**src/rtl/imem_fetch_ctrl.sv**
```systemverilog
// Instruction-fetch controller owning the single instruction-memory port.
// BOOT mode lets a loader write program words; RUN mode streams reads through
// a 2-entry queue toward the IF/ID register and services redirect flushes.
module imem_fetch_ctrl #(
    parameter logic [31:0] RESET_PC = 32'h0000_0000,
    parameter int unsigned ADDR_W   = 8
) (
    input  logic              clk,
    input  logic              rst_n,
    input  logic              boot_en,
    input  logic              ld_valid,
    input  logic [ADDR_W-1:0] ld_addr,
    input  logic [31:0]       ld_data,
    output logic              ld_ready,
    output logic              mem_en,
    output logic              mem_we,
    output logic [ADDR_W-1:0] mem_addr,
    output logic [31:0]       mem_wdata,
    input  logic [31:0]       mem_rdata,
    input  logic              redirect_valid,
    input  logic [31:0]       redirect_pc,
    output logic              if_valid,
    output logic [31:0]       if_pc,
    output logic [31:0]       if_ins,
    input  logic              if_ready,
    output logic              fetch_err
);

    typedef enum logic {
        ST_BOOT = 1'b0,
        ST_RUN  = 1'b1
    } state_e;

    state_e      state_q, state_d;
    logic [31:0] fetch_pc_q, fetch_pc_d;
    logic        inflight_q, inflight_d;   // non-stale read whose data returns this cycle
    logic [31:0] rd_pc_q, rd_pc_d;         // PC of the read in flight
    logic [1:0]  count_q, count_d;
    logic        head_q, head_d;
    logic [31:0] q_pc_q  [2];
    logic [31:0] q_ins_q [2];

    logic        pop;
    logic        push;
    logic        flush;
    logic        issue;
    logic [2:0]  occ;
    logic        wr_idx;

    // Queue head drives the IF/ID handshake directly.
    assign if_valid = (count_q != 2'd0);
    assign if_pc    = q_pc_q[head_q];
    assign if_ins   = q_ins_q[head_q];

    // Handshake, flush and read-issue decisions for the current cycle.
    always_comb begin
        pop    = if_valid && if_ready;
        // A redirect or a return to BOOT discards everything queued or in flight.
        flush  = (state_q == ST_RUN) && (redirect_valid || boot_en);
        // Slots already committed after this cycle's pop; a new read needs one free.
        occ    = {1'b0, count_q} + {2'b00, inflight_q} - {2'b00, pop};
        issue  = (state_q == ST_RUN) && !flush && (occ < 3'd2);
        push   = (state_q == ST_RUN) && !flush && inflight_q;
        wr_idx = head_q ^ count_q[0];
    end

    // Next-state logic: mode FSM, fetch PC sequencing and queue bookkeeping.
    always_comb begin
        // NOTE: every variable gets a default first so no path can infer a latch.
        state_d    = state_q;
        fetch_pc_d = fetch_pc_q;
        rd_pc_d    = rd_pc_q;
        inflight_d = issue;
        count_d    = count_q;
        head_d     = head_q;

        case (state_q)
            ST_BOOT: begin
                if (!boot_en) begin
                    state_d    = ST_RUN;
                    fetch_pc_d = RESET_PC;
                end
            end
            ST_RUN: begin
                if (boot_en) begin
                    state_d = ST_BOOT;
                end
                // Redirect target is taken even when BOOT wins the same cycle.
                if (redirect_valid) begin
                    fetch_pc_d = {redirect_pc[31:2], 2'b00};
                end else if (issue) begin
                    fetch_pc_d = fetch_pc_q + 32'd4;
                end
            end
            default: state_d = ST_BOOT;
        endcase

        if (issue) begin
            rd_pc_d = fetch_pc_q;
        end

        if (flush) begin
            count_d = 2'd0;
            head_d  = 1'b0;
        end else begin
            count_d = count_q + {1'b0, push} - {1'b0, pop};
            head_d  = head_q ^ pop;
        end
    end

    // Memory port, loader handshake and misalignment pulse.
    always_comb begin
        ld_ready  = 1'b0;
        mem_en    = 1'b0;
        mem_we    = 1'b0;
        mem_addr  = '0;
        mem_wdata = '0;
        fetch_err = 1'b0;

        // rst_n gating keeps the loader outputs quiet while reset is held.
        if ((state_q == ST_BOOT) && rst_n) begin
            ld_ready = boot_en;
            if (boot_en && ld_valid) begin
                mem_en    = 1'b1;
                mem_we    = 1'b1;
                mem_addr  = ld_addr;
                mem_wdata = ld_data;
            end
        end else if (issue) begin
            mem_en   = 1'b1;
            mem_addr = fetch_pc_q[ADDR_W+1:2];
        end

        if ((state_q == ST_RUN) && redirect_valid && (redirect_pc[1:0] != 2'b00)) begin
            fetch_err = 1'b1;
        end
    end

    // Control state registers.
    always_ff @(posedge clk or negedge rst_n) begin
        if (!rst_n) begin
            state_q    <= ST_BOOT;
            fetch_pc_q <= RESET_PC;
            rd_pc_q    <= '0;
            inflight_q <= 1'b0;
            count_q    <= 2'd0;
            head_q     <= 1'b0;
        end else begin
            // NOTE: non-blocking assignments so every register samples pre-edge values.
            state_q    <= state_d;
            fetch_pc_q <= fetch_pc_d;
            rd_pc_q    <= rd_pc_d;
            inflight_q <= inflight_d;
            count_q    <= count_d;
            head_q     <= head_d;
        end
    end

    // Queue storage: a returning read is written into the tail slot.
    always_ff @(posedge clk or negedge rst_n) begin
        if (!rst_n) begin
            // NOTE: this storage is reset because the head entry drives if_pc/if_ins,
            // which must read zero out of reset.
            for (int i = 0; i < 2; i++) begin
                q_pc_q[i]  <= '0;
                q_ins_q[i] <= '0;
            end
        end else if (push) begin
            q_pc_q[wr_idx]  <= rd_pc_q;
            q_ins_q[wr_idx] <= mem_rdata;
        end
    end

endmodule

```
**config.mk**
```make
export PLATFORM = sky130hd
export DESIGN_NAME = imem_fetch_ctrl
export DESIGN_NICKNAME = d
export VERILOG_FILES = /design/src/rtl/imem_fetch_ctrl.sv
export SDC_FILE = /design/constraint.sdc
export NUM_CORES = 1
export LEC_CHECK = 0
export ABC_CLOCK_PERIOD_IN_PS = 10000
export BUFFER_PORTS_ARGS = -buffer_cell sky130_fd_sc_hd__buf_2
export CAP_MARGIN = 30
export CORE_UTILIZATION = 45
export DETAILED_ROUTE_END_ITERATION = 10
export GPL_ROUTABILITY_DRIVEN = 0
export GPL_TIMING_DRIVEN = 1
export PLACE_DENSITY = 0.71
export SLEW_MARGIN = 20
export SYNTH_ARGS = -nofsm -noshare
export SYNTH_HDL_FRONTEND = slang
export SYNTH_SLANG_ARGS = --single-unit
```
**constraint.sdc**
```tcl
create_clock -name clk -period 10 [get_ports clk]
set_clock_uncertainty 0.1 [all_clocks]
set_input_delay 1.5 -clock clk [delete_from_list [all_inputs] [get_ports clk]]
set_output_delay 1.5 -clock clk [all_outputs]
set_load 0.01 [all_outputs]
```
# Word level (Yosys, flattened, before mapping)
# Index checks and enable logic that the tools add are counted.
[word_totals]
output_inout_bits = 109
wordCells = 69
latchBits = 0
memories = 0
ff_bits = 197
ram_bits = 0
input_bits = 110
romBits = 0
[op_classes]
bitwise = 5
n_addsub = 5
eq_ne = 2
n_mul = 0
n_mux = 28
div = 0
n_reduce_logical = 15
shift = 0
order_cmp = 4
[ops]
columns = ["cell", "count"]
rows = [
  ["$mux 32", 12],
  ["$bwmux 64", 2],
  ["$pmux 32 s2", 1],
  ["$add 32x3->32 const B", 1],
  ["$demux 32 s1", 1],
  ["$mux 8", 3],
  ["$logic_and 1x1->1", 10],
  ["$mux 1", 8],
  ["$ge 2x2->1 const B", 2],
  ["$not 1->2", 2],
  ["$reduce_bool 2->1", 2],
  ["$add 2x1->3", 1],
  ["$lt 3x2->1 const B", 1],
  ["$ne 3x2->1 const B", 1],
  ["$sub 3x1->3", 1],
  ["$add 2x1->2", 1],
  ["$lt 2x1->1 const B", 1],
  ["$mux 2", 1],
  ["$ne 2x2->1 const B", 1],
  ["$reduce_and 2->1", 1],
  ["$sub 2x1->2", 1],
  ["$xor 1x1->1", 2],
  ["$logic_not 1->1", 1],
  ["$logic_or 1x1->1", 1],
  ["$not 1->1", 1],
]

# Depth between registers and ports, before layout
# Gate-level depths: netlist of the first run.
[depth]
ltp_word = 8
depth_mapped = 12

# Worst setup path before layout of the first run
# OpenSTA, ideal clock, no wires.
[synth_timing]
kind = "input to output"
from = "input port if_ready"
to = "output port mem_addr[5]"
path_buffers = 1
arrival_ns = 3.511
stages = 10
slack_ns = 4.889
cell_sequence = "and2_1 -> ha_1 -> nand2b_1 -> fa_1 -> and4bb_2 -> nand2_1 -> inv_1 -> clkbuf_1 -> nand2_1 -> nand2_1"
[synth_via]
elab_chain_cells = 6
[synth_lines]
columns = ["item", "line_no", "rtl"]
rows = [
  ["start: declaration", "25", "input logic if_ready,"],
  ["$logic_and 1x1->1", "57", "pop = if_valid && if_ready;"],
  ["$sub 3x1->3", "61", "occ = {1'b0, count_q} + {2'b00, inflight_q} - {2'b00, pop};"],
  ["$lt 3x2->1", "62", "issue = (state_q == ST_RUN) && !flush && (occ < 3'd2);"],
  ["$logic_and 1x1->1", "62", ""],
  ["$mux 8", "129", "end else if (issue) begin"],
  ["$mux 8", "121", "if ((state_q == ST_BOOT) && rst_n) begin"],
  ["end: declaration", "17", "output logic [ADDR_W-1:0] mem_addr,"],
]
# Every way passes these cells.

# Final worst setup path of the first run
[layout_timing]
from = "input port if_ready"
to = "output port mem_addr[3]"
# Same word-level chain as after synthesis.

==> results.sh, run 1 <==
export IMPL_outcome="finished, final reports clean"
export IMPL_h_tree_depth=4
export IMPL_grt_pass1_vias=6580
export IMPL_syn_avg_cell_area_um2=11.8
export IMPL_synth_area_leaders="dfrtp_1 (51%), mux2_2 (15%), mux2_4 (9.7%)"
export IMPL_hold_buffers=0
export IMPL_dp_final_hpwl_mm=14.1
export IMPL_grt_pass1_wl_mm=34.7
export IMPL_antenna_cells=0
export IMPL_rows=52
export IMPL_clk_pin_slew_ps=70
export IMPL_max_freq_mhz=186
export IMPL_hold_viol=0
export IMPL_vias_per_cell=5.31
export IMPL_antenna_found_initial=0
export IMPL_area_growth_pct=19.6
export IMPL_die_y_um=146
export IMPL_synthFlopType="dfrtp_1"
export IMPL_place_inst=1236
export IMPL_setup_viol=0
export IMPL_post_cts_buffers=0
export IMPL_min_from="q_ins_q[55]"
export IMPL_ys_async_sr_fraction=1.00
export IMPL_cts_num_sinks=189
export IMPL_drc=0
export IMPL_synth_cell_area_mm2=0.00933
export IMPL_finalCritPeriodShare=0.538
export IMPL_vdd_ir_drop_max_mv=0.110
export IMPL_path_max_fanout=33
export IMPL_critPathCaptureType="output pin"
export IMPL_timing_rr_end="fetch_pc_q[28]"
export IMPL_fin_crit_ps=5380
export IMPL_drtIter0Drc=338
export IMPL_ys_warn_count=0
export IMPL_via_count=6739
export IMPL_syn_inst=789
export IMPL_yosys_area_top_type_share=0.507
export IMPL_dieArea_mm2=0.0213
export IMPL_fp_coreArea_mm2=0.0203
export IMPL_rsz0062_at_grt="no"
export IMPL_slew_viol_final=0
export IMPL_worstMarginPinSlew_ps=874
export IMPL_relSlewSlack=0.418
export IMPL_yosysMostFrequentCell="dfrtp_1"
export IMPL_start_util=0.460
export IMPL_p_per_area_mw_per_mm2=226
export IMPL_cp_start_kind="input pin"
export IMPL_yosys_area_top_type="dfrtp_1"
export IMPL_synth_common_cells="dfrtp_1 (189), mux2_2 (126), nand2_1 (117), mux2_4 (60), and3_1 (40)"
export IMPL_ys_ff_latch=189
export IMPL_io_pins=219
export IMPL_root_buffer="clkbuf_16"
export IMPL_grt_total_usage=0.204
export IMPL_maxCapViolCount=0
export IMPL_critical_path_class="input pin to output pin"
export IMPL_ant_nets=0
export IMPL_io_buffers=216
export IMPL_grt_overflow_total=0
export IMPL_fill_cells=1778
export IMPL_p_leak_nw=6.18
export IMPL_clockBufferDepth=2
export IMPL_grt_max_degree=78
export IMPL_hp_class="flop to flop"
export IMPL_cp_arrival_ps=3780
export IMPL_r2r_start="count_q[1]"
export IMPL_fin_setup_tns_ps=0
export IMPL_total_power_mw=2.52
export IMPL_r2r_cells=12
export IMPL_dr_pass1_iters=5
export IMPL_numCtsBuffers=17
export IMPL_insertion_delay_ps=440
export IMPL_nNetsFinal=1100
export IMPL_cts_resized=0
export IMPL_ys_seq_area_frac=0.507
export IMPL_post_drt_wl_per_cell_um=16.4
export IMPL_min_path_cells=1
export IMPL_layout_cells_non_filler=1268
export IMPL_r2r_setup_slack_ps=6550
export IMPL_worst_ep_required_time_ps=8400
export IMPL_drive_above_1_share=0.457
export IMPL_synth_edf_count=0
export IMPL_cts_tree="done"
export IMPL_ys_types=46
export IMPL_die_w_um=146
export IMPL_wl_mm=20.8
export IMPL_hold_path_end="q_ins_q[55]"
## sequential cells by signal, indices dropped and copies added, names as in the netlist
register	count
q_ins_q	64
q_pc_q	60
fetch_pc_q	30
rd_pc_q	30
count_q	2
head_q	1
inflight_q	1
state_q	1
## stage by stage
step / setup slack (ps) / utilization / hold WS, ps / area, um2
detailed placement: 4600 / 0.521 / 389 / 10600
global route: 4440 / 0.550 / 415 / 11200
floorplan: 4890 / - / 360 / 9340
global placement: 4680 / 0.520 / 382 / 10600
finish: 4620 / 0.550 / 402 / 11200
CTS: 4600 / 0.550 / 407 / 11200
## report_power, final
part	switching [mW]	internal, mW	total (mW)
clock	0.319	0.361	0.680
sequential	0.167	0.966	1.13
combinational	0.332	0.380	0.712
total	0.817	1.71	2.52
## placed cells by master, fill, tap and decap left out, drive strengths merged, types with 2 or more instances in the layout
| master | count |
|---|---|
| buf | 226 |
| dfrtp | 189 |
| mux2 | 186 |
| nand2 | 118 |
| and3 | 40 |
| o21ai | 39 |
| nor2 | 28 |
| clkbuf | 19 |
| nand3 | 16 |
| nand4 | 14 |
| inv | 14 |
| a22oi | 12 |
| a21oi | 12 |
| nor3 | 11 |
| nand2b | 8 |
| xor2 | 6 |
| and2 | 5 |
| xnor2 | 4 |
| a31oi | 4 |
| ha | 4 |
| clkinv | 4 |
| nor4 | 4 |
| o311ai | 3 |
| or3 | 3 |
| o211ai | 3 |
| nor3b | 3 |
| o21a | 2 |
| nor2b | 2 |
| and4 | 2 |
| mux2i | 2 |
| a32oi | 2 |
| a21o | 2 |
| conb | 2 |
| clkinvlp | 2 |
## worst max-delay path by stage
stage / cells after the start / from / endpoint
4_1_cts: 12 / if_ready / mem_addr[3]
2_1_floorplan: 10 / if_ready / mem_addr[5]
3_3_place_gp: 12 / if_ready / mem_addr[4]
6_report: 12 / if_ready / mem_addr[3]
3_5_place_dp: 12 / if_ready / mem_addr[3]
5_1_grt: 12 / if_ready / mem_addr[3]
## layout make-up
type                    instances  area, um2  area share
clock buffers                  18        439      0.0393
repair buffers                227       1180       0.106
multi-input cells             543       4300       0.385
well taps                     270        338      0.0303
clock inverters                14        151      0.0136
flip-flops and latches        189       4730       0.424
inverters                       7       26.3     0.00235
## per-layer routing
layer | track usage | wire (um) | vias up
li1 | - | - | 3179
met1 | 0.299 | 9990 | 3319
met2 | 0.315 | 9510 | 228
met3 | 0.0356 | 1170 | 13
met4 | 0.0479 | 172 | 0
met5 | 0 | 0 | -
## cells by family (layout without fill, tap and decap cells)
logic type / count (synthesis) / after routing / synth area share
and+or+nand+nor: 257 / 257 / 0.138
DFF: 189 / 189 / 0.507
muxes: 188 / 188 / 0.251
AOI/OAI and AO/OA: 81 / 81 / 0.0519
buffers and inverters: 58 / 266 / 0.0358
xor gates and xnor gates: 10 / 10 / 0.00938
adders and majority gates: 5 / 5 / 0.00751
other: 1 / 2 / 0.000402
## worst max-delay path, cell delays in order
cell	delay (ps)
buf_2	110
and2_1	170
ha_1	280
nand2b_1	160
fa_1	510
and4bb_2	240
nand2_1	70
inv_1	60
buf_4	330
nand2_1	150
nand2_1	70
buf_2	120
(Power assumes the default switching activity.)
==> run 2, diff against run 1 <==
--- a/config.mk
+++ b/config.mk
@@ -5,14 +5,15 @@
 export SDC_FILE = /design/constraint.sdc
 export NUM_CORES = 1
 export LEC_CHECK = 0
-export ABC_CLOCK_PERIOD_IN_PS = 10000
+export ABC_AREA = 1
+export ABC_CLOCK_PERIOD_IN_PS = 5250
 export BUFFER_PORTS_ARGS = -buffer_cell sky130_fd_sc_hd__buf_2
 export CAP_MARGIN = 30
 export CORE_UTILIZATION = 45
 export DETAILED_ROUTE_END_ITERATION = 10
 export GPL_ROUTABILITY_DRIVEN = 0
 export GPL_TIMING_DRIVEN = 1
-export PLACE_DENSITY = 0.71
+export PLACE_DENSITY = 0.7
 export SLEW_MARGIN = 20
 export SYNTH_ARGS = -nofsm -noshare
 export SYNTH_HDL_FRONTEND = slang
==> constraint.sdc (replaced) <==
create_clock -name clk -period 5.25 [get_ports clk]
set_clock_uncertainty 0.1 [all_clocks]
set_input_delay 0.7875 -clock clk [delete_from_list [all_inputs] [get_ports clk]]
set_output_delay 0.7875 -clock clk [all_outputs]
set_load 0.01 [all_outputs]
==> results.sh, run 2 <==
export IMPL_ys_ff_latch=189
export IMPL_hp_class="input pin to asynchronous set/reset pin"
export IMPL_dr_pass1_iters=5
export IMPL_largest_reg_flops=64
export IMPL_synth_cell_area_mm2=0.00969
export IMPL_fill_cells=1974
export IMPL_p_per_area_mw_per_mm2=464
export IMPL_critical_path_class="flop to output pin"
export IMPL_setup_slack_ps=1320
export IMPL_area_growth_pct=18.1
export IMPL_vias_per_cell=4.81
export IMPL_worst_ep_required_time_ps=4360
export IMPL_multi_input_area_mm2=0.00402
export IMPL_fin_setup_tns_ps=0
export IMPL_die_w_um=149
export IMPL_clockBufferDepth=2
export IMPL_synth_common_cells="nand2_1 (343), dfrtp_1 (189), o21ai_0 (161), inv_1 (150), nor2_1 (116)"
export IMPL_post_drt_wl_per_cell_um=13.6
export IMPL_numCtsBuffers=17
export IMPL_io_pins=219
export IMPL_worstMarginPinSlew_ps=880
export IMPL_relSlewSlack=0.412
export IMPL_wl_mm=22.6
export IMPL_drtIter0Drc=389
export IMPL_drive_above_1_share=0.238
export IMPL_cts_num_sinks=189
export IMPL_synth_compound_area_frac=0.0974
export IMPL_root_buffer="clkbuf_16"
export IMPL_synth_area_leaders="dfrtp_1 (49%), nand2_1 (13%), o21ai_0 (8.3%)"
export IMPL_synth_xor_area_frac=0.00555
export IMPL_cts_tree="done"
export IMPL_grt_max_degree=85
export IMPL_die_y_um=149
export IMPL_ys_warn_count=0
export IMPL_dieArea_mm2=0.0221
export IMPL_synth_top_family_by_area="simple AND/OR/NAND/NOR gates"
export IMPL_antenna_cells=0
export IMPL_critPathCaptureType="output pin"
export IMPL_final_cell_mix="nand2_1 (343), buf_2 (215), dfrtp_1 (188)"
export IMPL_ant_nets=0
export IMPL_yosys_area_top_type="dfrtp_1"
export IMPL_io_buffers=216
export IMPL_max_freq_mhz=254
export IMPL_drc=0
export IMPL_insertion_delay_ps=430
export IMPL_vdd_ir_drop_max_mv=0.203
export IMPL_syn_inst=1180
export IMPL_fin_crit_ps=3930
export IMPL_rsz0062_at_grt="no"
export IMPL_dp_final_hpwl_mm=15.9
export IMPL_ys_async_sr_fraction=1.00
export IMPL_seq_area_mm2=0.00473
export IMPL_nNetsFinal=1486
export IMPL_ys_seq_area_frac=0.488
export IMPL_grt_total_usage=0.211
export IMPL_synthFlopType="dfrtp_1"
export IMPL_cp_arrival_ps=3040
export IMPL_synth_adder_area_share=0.00723
export IMPL_p_leak_nw=5.88
export IMPL_grt_pass1_vias=7382
export IMPL_maxCapViolCount=0
export IMPL_ys_types=35
export IMPL_outcome="finished, final reports clean"
export IMPL_synth_mux_area_fraction=0.0831
export IMPL_cts_resized=0
export IMPL_clk_pin_slew_ps=70
export IMPL_via_count=7982
export IMPL_synth_edf_count=0
export IMPL_mostFrequentLayoutCell="nand2_1"
export IMPL_pre_cts_ws_ps=1340
export IMPL_start_util=0.460
export IMPL_hold_buffers=0
export IMPL_cp_start_kind="flop"
export IMPL_post_cts_buffers=0
export IMPL_h_tree_depth=4
export IMPL_yosys_area_top_type_share=0.488
export IMPL_slew_viol_final=0
export IMPL_yosysMostFrequentCell="nand2_1"
export IMPL_grt_overflow_total=0
export IMPL_largest_register="q_ins_q"
export IMPL_setup_viol=0
export IMPL_finalCritPeriodShare=0.749
export IMPL_path_max_fanout=17
export IMPL_fp_coreArea_mm2=0.0211
export IMPL_yosys_area_share_simple=0.220
export IMPL_syn_avg_cell_area_um2=8.22
export IMPL_antenna_found_initial=0
export IMPL_rows=53
export IMPL_hold_viol=0
export IMPL_grt_pass1_wl_mm=36.9
export IMPL_top_regs="q_ins_q x64, q_pc_q x60"
[run 2: worst paths after layout]
kind | from | endpoint | slack (ps) | depth (start not counted)
setup reg to reg | count_q[0] | fetch_pc_q[8] | 1830 | 18
min in group clk | rd_pc_q[3] | q_pc_q[35] | 380 | 2
hold / removal | rst_n | fetch_pc_q[18] | 250 | 1
max in group asynchronous | rst_n | q_ins_q[29] | 2960 | 4
setup / recovery | count_q[0] | mem_addr[7] | 1320 | 17
hold reg to reg | rd_pc_q[3] | q_pc_q[35] | 380 | 2
[run 2: critical path: stages, from the launching register on]
cell and delay, ps:
dfrtp_1 470, inv_1 110, nand2_1 70, nand2_1 90
inv_1 70, ha_1 260, inv_1 50, nand2_1 60
fa_1 380, inv_1 60, nand2_1 40, nand3_1 100
inv_1 60, nand2_2 60, clkinv_1 310, nand2_1 180
nand2_1 110, buf_2 150
[run 2: cells by family (layout without fill, tap and decap cells)]
kind of cell,after synthesis,after routing
AO/OA/AOI/OAI,188,188
flip-flops,189,189
buffers and inverters,209,412
XOR/XNOR,4,4
adder cells (fa/ha/maj),5,5
multiplexers,55,55
other,1,2
AND/OR/NAND/NOR,529,529
[run 2: where the power goes]
| part | leakage [nW] | total, mW | internal [mW] | switching [mW] |
|---|---|---|---|---|
| combinational | 3.25 | 1.73 | 0.714 | 1.01 |
| sequential | 2.36 | 2.30 | 1.95 | 0.353 |
| clock | 0.277 | 1.28 | 0.708 | 0.577 |
| total | 5.88 | 5.32 | 3.37 | 1.94 |
[run 2: metrics by stage]
step | hold slack [ps] | total power, mW | cells | area (um2) | utilization
after floorplan | 353 | 3.34 | 1181 | 9700 | -
after global placement | 365 | 4.02 | 1625 | 10800 | 0.513
after detailed placement | 368 | 4.07 | 1626 | 10800 | 0.514
after CTS | 256 | 5.36 | 1658 | 11400 | 0.542
after global routing | 269 | 5.71 | 1659 | 11400 | 0.543
final | 246 | 5.32 | 1659 | 11400 | 0.543
[run 2: final cells by class]
cell class                      instances  share of cell area
Clock inverter                         15              0.0141
Multi-Input combinational cell        783               0.351
Inverter                              153              0.0502
Timing Repair Buffer                  227               0.104
Clock buffer                           17              0.0372
Sequential cell                       189               0.414
Tap cell                              275              0.0301
[run 2: layer usage]
metal,track usage,vias to the layer above,routed length [um]
li1,-,4060,-
met3,0.0346,16,1080
met2,0.338,215,10500
met4,0.0536,0,201
met1,0.299,3691,10800
met5,0,-,0
